### config.mk
export PLATFORM = sky130hd
export DESIGN_NAME = serial_byte_rx_flat
export DESIGN_NICKNAME = d
export VERILOG_FILES = /design/src/rtl/serial_rx_pkg.sv /design/src/rtl/serial_byte_rx_if.sv /design/src/rtl/rx_sync.sv /design/src/rtl/serial_byte_rx.sv /design/src/flat_wrapper.sv
export SDC_FILE = /design/constraint.sdc
export NUM_CORES = 1
export LEC_CHECK = 0
export ABC_AREA = 1
export CAP_MARGIN = 20
export CORE_MARGIN = 2
export CORE_UTILIZATION = 40
export CTS_BUF_LIST = sky130_fd_sc_hd__clkbuf_4
export CTS_CLUSTER_SIZE = 8
export DETAILED_ROUTE_END_ITERATION = 6
export PLACE_DENSITY_LB_ADDON = 0.3
export SLEW_MARGIN = 10
export SYNTH_ARGS = -nofsm -noshare
export SYNTH_HDL_FRONTEND = slang
export SYNTH_SLANG_ARGS = --single-unit
### constraint.sdc
create_clock -name clk -period 2.5 [get_ports clk]
set_clock_uncertainty 0.1 [all_clocks]
set_input_delay 0.375 -clock clk [delete_from_list [all_inputs] [get_ports clk]]
set_output_delay 0.375 -clock clk [all_outputs]
set_load 0.01 [all_outputs]
### src/rtl/serial_rx_pkg.sv
// rtl/serial_rx_pkg.sv - shared types and constants for the serial byte receiver
package serial_rx_pkg;

  localparam int DATA_BITS          = 8;
  localparam int OVERSAMPLE_DEFAULT = 16;

  typedef enum logic [2:0] {
    IDLE,
    START,
    DATA,
    STOP,
    WAIT_HIGH
  } rx_state_e;

endpackage

### src/rtl/serial_byte_rx_if.sv
// rtl/serial_byte_rx_if.sv - serial line in, byte/strobe/status out
interface serial_byte_rx_if;
  import serial_rx_pkg::*;

  logic                 rxd;
  logic [DATA_BITS-1:0] data;
  logic                 ena;
  logic                 frame_err;
  logic                 busy;

  modport master (input rxd, output data, ena, frame_err, busy);
  modport slave  (output rxd, input data, ena, frame_err, busy);

endinterface

### src/rtl/rx_sync.sv
// rtl/rx_sync.sv - two-flop synchronizer, resets to the idle-high line level
module rx_sync (
  input  logic clk,
  input  logic rst,
  input  logic d,
  output logic q
);

  logic meta;

  always_ff @(posedge clk or negedge rst) begin
    if (!rst) begin
      meta <= 1'b1;
      q    <= 1'b1;
    end else begin
      meta <= d;
      q    <= meta;
    end
  end

endmodule

### src/rtl/serial_byte_rx.sv
// rtl/serial_byte_rx.sv - oversampling 8N1 receiver with load strobe and framing error
module serial_byte_rx
  import serial_rx_pkg::*;
#(
  parameter int OVERSAMPLE = OVERSAMPLE_DEFAULT
) (
  input  logic             clk,
  input  logic             rst,
  serial_byte_rx_if.master rx
);

  localparam int             CW        = $clog2(OVERSAMPLE);
  localparam logic [CW-1:0]  HALF_LAST = CW'(OVERSAMPLE / 2 - 1);
  localparam logic [CW-1:0]  FULL_LAST = CW'(OVERSAMPLE - 1);
  localparam logic [2:0]     LAST_BIT  = 3'(DATA_BITS - 1);

  logic                 rxd_s;
  rx_state_e            state_q, state_d;
  logic [CW-1:0]        cnt_q;
  logic [2:0]           bit_q;
  logic [DATA_BITS-1:0] shreg_q, data_q;
  logic                 ena_q, err_q, busy_q;
  logic                 cnt_clr, shift_en, good_d, err_d;

  rx_sync u_sync (
    .clk (clk),
    .rst (rst),
    .d   (rx.rxd),
    .q   (rxd_s)
  );

  always_ff @(posedge clk or negedge rst) begin
    if (!rst) state_q <= IDLE;
    else      state_q <= state_d;
  end

  always_comb begin
    state_d = state_q;
    case (state_q)
      IDLE:      if (!rxd_s) state_d = START;
      START:     if (cnt_q == HALF_LAST) state_d = rxd_s ? IDLE : DATA;
      DATA:      if (cnt_q == FULL_LAST && bit_q == LAST_BIT) state_d = STOP;
      STOP:      if (cnt_q == FULL_LAST) state_d = rxd_s ? IDLE : WAIT_HIGH;
      WAIT_HIGH: if (rxd_s) state_d = IDLE;
      default:   state_d = IDLE;
    endcase
  end

  // Counter restarts on every sample point so each bit is timed from mid-start.
  always_comb begin
    cnt_clr  = 1'b0;
    shift_en = 1'b0;
    good_d   = 1'b0;
    err_d    = 1'b0;
    case (state_q)
      START: cnt_clr = (cnt_q == HALF_LAST);
      DATA: begin
        shift_en = (cnt_q == FULL_LAST);
        cnt_clr  = shift_en;
      end
      STOP: begin
        cnt_clr = (cnt_q == FULL_LAST);
        good_d  = cnt_clr & rxd_s;
        err_d   = cnt_clr & ~rxd_s;
      end
      default: cnt_clr = 1'b1;
    endcase
  end

  always_ff @(posedge clk or negedge rst) begin
    if (!rst) begin
      cnt_q   <= '0;
      bit_q   <= '0;
      shreg_q <= '0;
      data_q  <= '0;
      ena_q   <= 1'b0;
      err_q   <= 1'b0;
      busy_q  <= 1'b0;
    end else begin
      cnt_q <= cnt_clr ? '0 : cnt_q + 1'b1;
      if (state_q == START) bit_q <= '0;
      else if (shift_en)    bit_q <= bit_q + 1'b1;
      if (shift_en) shreg_q <= {rxd_s, shreg_q[DATA_BITS-1:1]};
      if (good_d)   data_q  <= shreg_q;
      ena_q  <= good_d;
      err_q  <= err_d;
      busy_q <= (state_d != IDLE);
    end
  end

  assign rx.data      = data_q;
  assign rx.ena       = ena_q;
  assign rx.frame_err = err_q;
  assign rx.busy      = busy_q;

endmodule
### src/flat_wrapper.sv
// flat-port wrapper written by rule: the top's interface ports become plain ports
module serial_byte_rx_flat import serial_rx_pkg::*;
#(
  parameter int OVERSAMPLE = OVERSAMPLE_DEFAULT
)
  (clk, rst, rx_rxd, rx_data, rx_ena, rx_frame_err, rx_busy);
  serial_byte_rx_if rx_i ();
  input  logic clk;
  input  logic rst;
  input wire logic [$bits(rx_i.rxd)-1:0] rx_rxd;
  output wire logic [$bits(rx_i.data)-1:0] rx_data;
  output wire logic [$bits(rx_i.ena)-1:0] rx_ena;
  output wire logic [$bits(rx_i.frame_err)-1:0] rx_frame_err;
  output wire logic [$bits(rx_i.busy)-1:0] rx_busy;
  assign rx_i.rxd = rx_rxd;
  assign rx_data = rx_i.data;
  assign rx_ena = rx_i.ena;
  assign rx_frame_err = rx_i.frame_err;
  assign rx_busy = rx_i.busy;
  serial_byte_rx #(.OVERSAMPLE(OVERSAMPLE)) u_core (.clk(clk), .rst(rst), .rx(rx_i));
endmodule
# Yosys cells after proc, flatten, opt, wreduce, memory -nomap -nowiden
# Index checks and enable logic that the tools add are counted.
[classes] bitwise_logic=3 addsub=2 reduce_logical=5 n_eq_ne=7 muxes=15
[ops] cell="3-bit two-way mux" n=8
[ops] cell="3-bit one-hot mux with 5 select lines" n=1
[ops] cell="3-bit by 2-bit equality test with 1-bit output (second input constant)" n=2
[ops] cell="3-bit equality test (second input constant)" n=2
[ops] cell="4-bit by 1-bit adder with 4-bit output (second input constant)" n=1
[ops] cell="4-bit by 3-bit equality test with 1-bit output (second input constant)" n=1
[ops] cell="4-bit equality test (second input constant)" n=1
[ops] cell="4-bit two-way mux" n=1
[ops] cell="3-bit by 1-bit adder with 3-bit output (second input constant)" n=1
[ops] cell="3-bit by 1-bit equality test with 1-bit output (second input constant)" n=1
[ops] cell="3-bit logical NOT" n=1
[ops] cell="1-bit two-way mux" n=3
[ops] cell="3-bit nonzero test" n=1
[ops] cell="1-bit bitwise AND" n=2
[ops] cell="2-bit two-way mux" n=1
[ops] cell="1-bit one-hot mux with 2 select lines" n=1
[ops] cell="2-bit nonzero test" n=1
[ops] cell="2-bit OR reduction" n=1
[ops] cell="1-bit logical AND" n=1
[ops] cell="1-bit inverter" n=1
[totals] inputBits=3 regBits=31 wordCells=42

# Depth between registers and ports, before layout
# Gate-level depths: netlist of run 1.
[logic_depth] word_depth=5 depth_mapped=8

# Modules after synthesis
# Synthesis of run 1 repeated with hierarchy kept, for this count alone.
[unflattened] hier_cells=134 area_unflattened_um2=1297.5
[by_module_without_submodules] module="serial_byte_rx" cells_each=132 area_per_inst_um2=1244.9 n_inst=1 seq_area_each_um2=725.7
[by_module_without_submodules] module="rx_sync" cells_each=2 area_per_inst_um2=52.6 n_inst=1 seq_area_each_um2=52.6

# Worst setup path after synthesis of run 1
# OpenSTA, ideal clock, no wires.
[synth_timing] path_kind="flip-flop to flip-flop" startpoint="register u_core.cnt_q[0]" endpoint="register u_core.busy_q (netlist: u_core.rx.busy)" path_slack_ps=1065 arrival_ps=1213 path_buffers=1 setup_ps=122 stages_incl_launch_ff=9 cell_sequence="dfrtp_1 -> ha_1 -> nand2_2 -> nor2_8 -> nand2_2 -> buf_6 -> nor2_4 -> nor2_1 -> nand2_1"
[synth_via] elab_chain_len=5
[synth_lines] element="start, declared" line_no="serial_byte_rx.sv:19" rtl="logic [CW-1:0] cnt_q;"
[synth_lines] element="start signal, assigned" line_no="serial_byte_rx.sv:80" rtl="cnt_q <= cnt_clr ? '0 : cnt_q + 1'b1;"
[synth_lines] element="4-bit equality test" line_no="serial_byte_rx.sv:42, serial_byte_rx.sv:43"
[synth_lines] element="1-bit logical AND" line_no="serial_byte_rx.sv:42" rtl="DATA: if (cnt_q == FULL_LAST && bit_q == LAST_BIT) state_d = STOP;"
[synth_lines] element="3-bit two-way mux" line_no="serial_byte_rx.sv:42"
[synth_lines] element="3-bit one-hot mux with 5 select lines (*)" line_no="serial_byte_rx.sv:39" rtl="case (state_q)"
[synth_lines] element="3-bit nonzero test (*)" line_no="serial_byte_rx.sv:87" rtl="busy_q <= (state_d != IDLE);"
[synth_lines] element="end signal, assigned" line_no="serial_byte_rx.sv:87"
[synth_lines] element="end, declared" line_no="serial_byte_rx.sv:22" rtl="logic ena_q, err_q, busy_q;"
# Every way passes the cells marked *; elsewhere a longest branch is shown, timed or not.
# A chain may end at the register's enable or synchronous reset.

# Final worst setup path of run 1
[layout_timing] startpoint="register u_core.data_q[7] (netlist: u_core.rx.data[7])" endpoint="output rx_data[7]"
[layout_rtl] element="start, declared" line_no="serial_byte_rx.sv:21" rtl="logic [DATA_BITS-1:0] shreg_q, data_q;"
[layout_rtl] element="start signal, assigned" line_no="serial_byte_rx.sv:84" rtl="if (good_d) data_q <= shreg_q;"
[layout_rtl] element="end, declared" line_no="flat_wrapper.sv:11" rtl="output wire logic [$bits(rx_i.data)-1:0] rx_data;"
# No word-level cell between the ends.

==> key figures, run 1 <==
Worst setup path
  • Crit-path max FO: 2
  • Worst-path cell chain: clkdlybuf4s50_1
  • Critical-path top delay cell: clkdlybuf4s50_1
  • Worst path max stage delay: 540 ps
  • Crit path max-delay family: buffers and inverters
  • Crit Path Category: flip-flop to output pin
  • Worst setup SP type: flip-flop
  • Crit end category: output pin
  • CP required: 2030 ps
  • Worst path buffer plus inverter count: 1
  • Critical path data arrival time: 1230 ps

Synth
  • Syn nets: 141
  • #FFs+latches synth: 31
  • Main combinational cell family by area after synthesis: simple AND/OR/NAND/NOR gates
  • Simple-gate portion of the synthesized area: 22.3%
  • Seq/Total Area, Yosys: 57.7%
  • Adder-Cell Fraction of Synth Area: 2.78%
  • Synth Area in Compound Gates: 9.00%
  • Post-synthesis mux area share: 0%
  • Yosys cell types: 22
  • Post-Synth XOR/XNOR Area: 1.30%
  • Mapped cell area: 1350 um2
  • YS warnings: 0
  • Avg Inst Size Synth: 9.99 um2
  • Mapped Cells: 135

Floorplan
  • Row cnt: 21
  • Die ar.: 3850 um2
  • Num ports: 14
  • Die height: 62.1 um
  • Core area: 3280 um2
  • Die Wd: 62.1 um
  • Effective utilization at floorplan: 41.1%

Outcome
  • Outcome: completed

Route
  • Antenna Nets Post-Route: 0
  • Initial DRC Count: 32
  • Per-cell routed wire length: 10.8 um
  • DRC: 0
  • Drt total wl: 2160 um
  • Initial DRT Pass Iterations: 4
  • DR vias/cell: 4.57
  • Vias: 913

Place
  • Place WS: 897 ps
  • Hpwl dp: 1520 um
  • Placed insts: 192
  • I/O Buffers: 13
  • Gpl congestion: 0.854
  • Placement Cell Area: 1510 um2

CTS
  • Setup bufs post-CTS: 0
  • Clock buffer count from CTS: 5
  • Clk buf depth: 2
  • Clk_lat worst skew: 320 ps
  • Post-CTS Resized: 0
  • CTS sink cnt: 31
  • Hold_buf cts: 0
  • CTS clk-pin slew, worst paths: 100 ps
  • Root Buffer Master: clkbuf_4
  • CTS tree: built
  • Max H-tree Level: 2

STA
  • Setup-failing EPs final: 0
  • Hold_ws: 252 ps
  • Final worst path period need: 1710 ps
  • Relative slew slack: 72.1%
  • Slew @ Worst Pin: 415 ps
  • Fin. Hold Viols: 0
  • Final period util: 68.3%
  • Setup WS post-layout: 792 ps
  • Max-slew violations: 0
  • RSZ-0062 raised after global routing: false
  • Fmax: 0.586 GHz
  • Final TNS setup: 0 ps

Final layout
  • Ant diodes: 0
  • Fill cells: 321
  • Multi-input gate area: 477 um2
  • Final Instance Count excl. Fillers: 200
  • Layout cells sized above 1: 16.9%
  • Syn-to-layout area delta: 15.9%
  • Fin area: 1560 um2
  • FF/Latch Area: 778 um2
  • Final net count: 159

Global routing
  • GRT overflow: 0
  • First-pass GRT wire length: 3870 um
  • Initial antenna violation count: 0
  • Largest net degree at the start of global routing: 32
  • Global Route Usage Sum: 14.4%
  • Number of global-route vias before repair: 920

Pwr
  • Power Density: 762 nW/um2
  • Leakage: 0.746 nW
  • VDD IR max: 0.506 mV

Hold path
  • HP Class: flip-flop to flip-flop

Run
  • MaxCap Viol Count: 0
cell usage after synthesis (all sizes together):
library cell  number  share of area, %
nand2             34                10
dfrtp             29                54
o21ai             17               8.3
inv               16               4.5
nor2              13               5.8
nand3             12               5.4
buf                3               2.5
ha                 3               2.8
a21oi              2              0.74
dfstp              2               3.9
nand3b             1              0.56
nor3               1              0.37
xnor2              1              0.65
xor2               1              0.65
registers in the layout, indices dropped and copies added, names as in the netlist:
register	count
u_core.u_sync.q	1
u_core.shreg_q	8
u_core.rx.busy	1
u_core.cnt_q	4
u_core.rx.ena	1
u_core.u_sync.meta	1
u_core.rx.data	8
u_core.bit_q	3
u_core.state_q	3
u_core.rx.frame_err	1
layer usage:
metal  vias to the layer above  part of all wire [%]  routed length, um  global-route usage [%]
met5                         -                     0                  0                       0
met4                         0                   3.1                 67                    8.21
met3                         7                   5.1                109                    5.59
met2                        23                    46                999                    22.6
met1                       418                    45                979                    16.8
li1                        465                     -                  -                       -
placed cells by master, fill, tap and decap left out, drive strengths merged, types with 3 or more instances in the layout:
cell type / synthesis / routed
nand2: 34 / 34
dfrtp: 29 / 29
o21ai: 17 / 17
inv: 16 / 16
clkdlybuf4s50: 0 / 13
nor2: 13 / 13
nand3: 12 / 12
clkbuf: 0 / 6
ha: 3 / 3
kinds of logic after synthesis:
group / count (synthesis)
compound gates: 19
xor+xnor: 2
fa+ha+maj: 3
buf+inv: 19
flops: 31
simple gates: 61
path summary, 6_finish.rpt:
path	start	end	slack, ps	depth (start not counted)
setup / recovery	u_core.rx.data[7]$_DFFE_PN0P_	rx_data[7]	790	1
hold / removal	u_core.u_sync.meta$_DFF_PN1_	u_core.u_sync.q$_DFF_PN1_	250	0
setup reg to reg	u_core.cnt_q[0]$_DFF_PN0_	u_core.rx.busy$_DFF_PN0_	880	7
hold reg to reg	u_core.u_sync.meta$_DFF_PN1_	u_core.u_sync.q$_DFF_PN1_	250	0
max in group asynchronous	rst	u_core.u_sync.meta$_DFF_PN1_	1640	2
min in group asynchronous	rst	u_core.rx.data[4]$_DFFE_PN0P_	340	2
power by group:
group          internal, mW  switching [mW]  leakage, nW
Combinational         0.105           0.181        0.302
Clock                 0.115           0.159       0.0307
Sequential            0.565          0.0660        0.413
Total                 0.785           0.406        0.746
metrics by stage:
step	total power, mW	util, %
3_5_place_dp	0.925	46.0
5_1_grt	1.28	47.6
3_3_place_gp	0.908	46.0
6_report	1.19	47.6
4_1_cts	1.21	47.6
2_1_floorplan	0.844	-
layout make-up:
type / count / share of cell area [%]
multi-input combinational: 85 / 30.5
clock inverter: 2 / 0.480
inverter: 16 / 3.84
clock buffer: 6 / 2.88
sequential: 31 / 49.8
tap: 46 / 3.68
timing repair buffer: 14 / 8.81
Note: power is estimated with default switching activity, not from simulation.
==> run 2: changes to the inputs <==
- clock period: 2.5 -> 1.45 ns (I/O delays scaled with it)
==> run 2 against run 1 <==
Effect of this change: hold slack worse by 120 ps; global-route usage is 0.94 points higher; critical endpoint is now u_core.rx.data[6]$_DFFE_PN0P_; combinational power grew to 2.6 times the previous value; worst setup slack worse by 730 ps; sequential share of layout area is 5.7 points lower; die area stayed put.
==> key figures, run 2 (synthesis results as in run 1) <==
Floorplan
  • Effective utilization at floorplan: 41.1%
  • Die ar.: 3850 um2
  • Row cnt: 21
  • Die Wd: 62.1 um
  • Die height: 62.1 um
  • Core area: 3280 um2
  • Num ports: 14

CTS
  • CTS sink cnt: 31
  • Max H-tree Level: 2
  • Clk buf depth: 2
  • CTS tree: built
  • CTS clk-pin slew, worst paths: 110 ps
  • Root Buffer Master: clkbuf_4
  • Clk_lat worst skew: 330 ps
  • Clock buffer count from CTS: 5
  • Hold_buf cts: 0

Route
  • Vias: 1005
  • DR vias/cell: 4.65
  • Initial DRT Pass Iterations: 4
  • Initial DRC Count: 19
  • DRC: 0
  • Antenna Nets Post-Route: 0
  • Drt total wl: 2520 um
  • Per-cell routed wire length: 11.7 um

Global routing
  • First-pass GRT wire length: 4170 um
  • Number of global-route vias before repair: 976
  • Initial antenna violation count: 0
  • Largest net degree at the start of global routing: 32
  • GRT overflow: 0
  • Global Route Usage Sum: 15.4%

Final layout
  • Layout cells sized above 1: 28.8%
  • Ant diodes: 0
  • Final core utilization: 53.7%
  • Final net count: 175
  • Most frequent cells in the layout: dfrtp_1 (29), nand2_1 (28), inv_1 (15)
  • Fill cells: 315
  • FF/Latch Area: 778 um2
  • Syn-to-layout area delta: 30.8%
  • Multi-input gate area: 536 um2
  • Most common cell after layout, fill and taps aside: dfrtp_1

Pwr
  • Leakage: 0.912 nW
  • Design Power: 2.48 mW
  • Power Density: 1400 nW/um2
  • P_int: 1.66 mW
  • Clock share of power: 26.2%
  • Switching Share: 32.9%
  • Flop pwr share: 43.8%
  • Gate power share: 29.9%
  • Net switching power: 815 uW
  • VDD IR max: 0.803 mV

Run
  • MaxCap Viol Count: 0

Worst setup path
  • Worst path buffer plus inverter count: 1
  • Crit path max-delay family: simple AND/OR/NAND/NOR gates
  • CP required: 1590 ps
  • Worst path max stage delay: 400 ps
  • Critical-path top delay cell: dfrtp_1
  • Crit-path max FO: 8
  • Crit end category: flip-flop
  • Worst setup SP type: flip-flop
  • Worst-path cell chain: ha_4 -> nand2_4 -> nor2_8 -> buf_6 -> nand3_4 -> nand2_2 -> o21ai_2
  • Critical path data arrival time: 1530 ps
  • Crit Path Category: flip-flop to flip-flop

Place
  • I/O Buffers: 13
  • Hpwl dp: 1670 um
  • Gpl congestion: 0.862
  • Place WS: -30.3 ps

Outcome
  • Outcome: completed

STA
  • Setup-failing EPs final: 0
  • Fin. Hold Viols: 0
  • Hold_ws: 136 ps
  • Final worst path period need: 1390 ps
  • RSZ-0062 raised after global routing: true
  • Fmax: 0.719 GHz
  • Setup WS post-layout: 59.6 ps
  • Max-slew violations: 0
  • Final period util: 95.9%
  • Relative slew slack: 82.0%
  • Slew @ Worst Pin: 268 ps

Hold path
  • HP Class: input pin to async pin
-- run 2: through the flow --
stage | instance area, um2 | setup TNS (ps) | instances
after CTS | 1680 | 0 | 211
final | 1760 | 0 | 216
after global placement | 1580 | 0 | 200
after detailed placement | 1580 | -82.6 | 200
after global routing | 1760 | -75.3 | 216
after floorplan | 1350 | 0 | 135
-- run 2: routing by layer --
layer / global-route usage (%) / vias to the layer above / routed length [um]
met5: 0 / - / 0
met2: 25.1 / 19 / 1270
met4: 6.38 / 0 / 41
met1: 18.1 / 480 / 1100
li1: - / 500 / -
met3: 5.80 / 6 / 107
-- run 2: worst paths after layout --
path / cells after the start / start / slack [ps] / end
max: 7 / u_core.cnt_q[1]$_DFF_PN0_ / 60 / u_core.rx.data[6]$_DFFE_PN0P_
min: 2 / rst / 140 / u_core.rx.data[6]$_DFFE_PN0P_
max reg2reg: 7 / u_core.cnt_q[1]$_DFF_PN0_ / 60 / u_core.rx.data[6]$_DFFE_PN0P_
min reg2reg: 0 / u_core.u_sync.meta$_DFF_PN1_ / 280 / u_core.u_sync.q$_DFF_PN1_
max in group asynchronous: 2 / rst / 870 / u_core.u_sync.q$_DFF_PN1_
min in group clk: 1 / rx_rxd / 180 / u_core.u_sync.meta$_DFF_PN1_
-- run 2: area by class of cell --
class / instances / area share (%)
flip-flops and latches: 31 / 44.1
repair buffers: 29 / 14.5
clock buffers: 5 / 2.13
multi-input cells: 86 / 30.4
inverters: 16 / 3.40
well taps: 46 / 3.26
clock inverters: 3 / 2.20
-- run 2: power by group through the flow --
| stage | clock (mW) | sequential (mW) | combinational [mW] |
|---|---|---|---|
| after floorplan | 0 | 1.09 | 0.370 |
| after global placement | 0 | 1.07 | 0.592 |
| after detailed placement | 0 | 1.08 | 0.618 |
| after CTS | 0.677 | 1.06 | 0.656 |
| after global routing | 0.718 | 1.10 | 0.836 |
| final | 0.649 | 1.08 | 0.741 |
-- run 2: repair_timing --
| item | 4_1_cts | 5_1_grt |
|---|---|---|
| buffers inserted | 3 | 4 |
| gates cloned | 0 | 1 |
| endpoints found under the setup margin | 19 | 23 |
| pin swaps | 1 | 4 |
| gates resized for setup | 14 | 11 |
-- run 2: worst register-to-register path, delay by kind of cell (launching register included) --
| family | cells | cell delay (ps) |
|---|---|---|
| compound gates | 1 | 50 |
| fa+ha+maj | 1 | 160 |
| buf+inv | 1 | 130 |
| flops | 1 | 400 |
| simple gates | 4 | 480 |
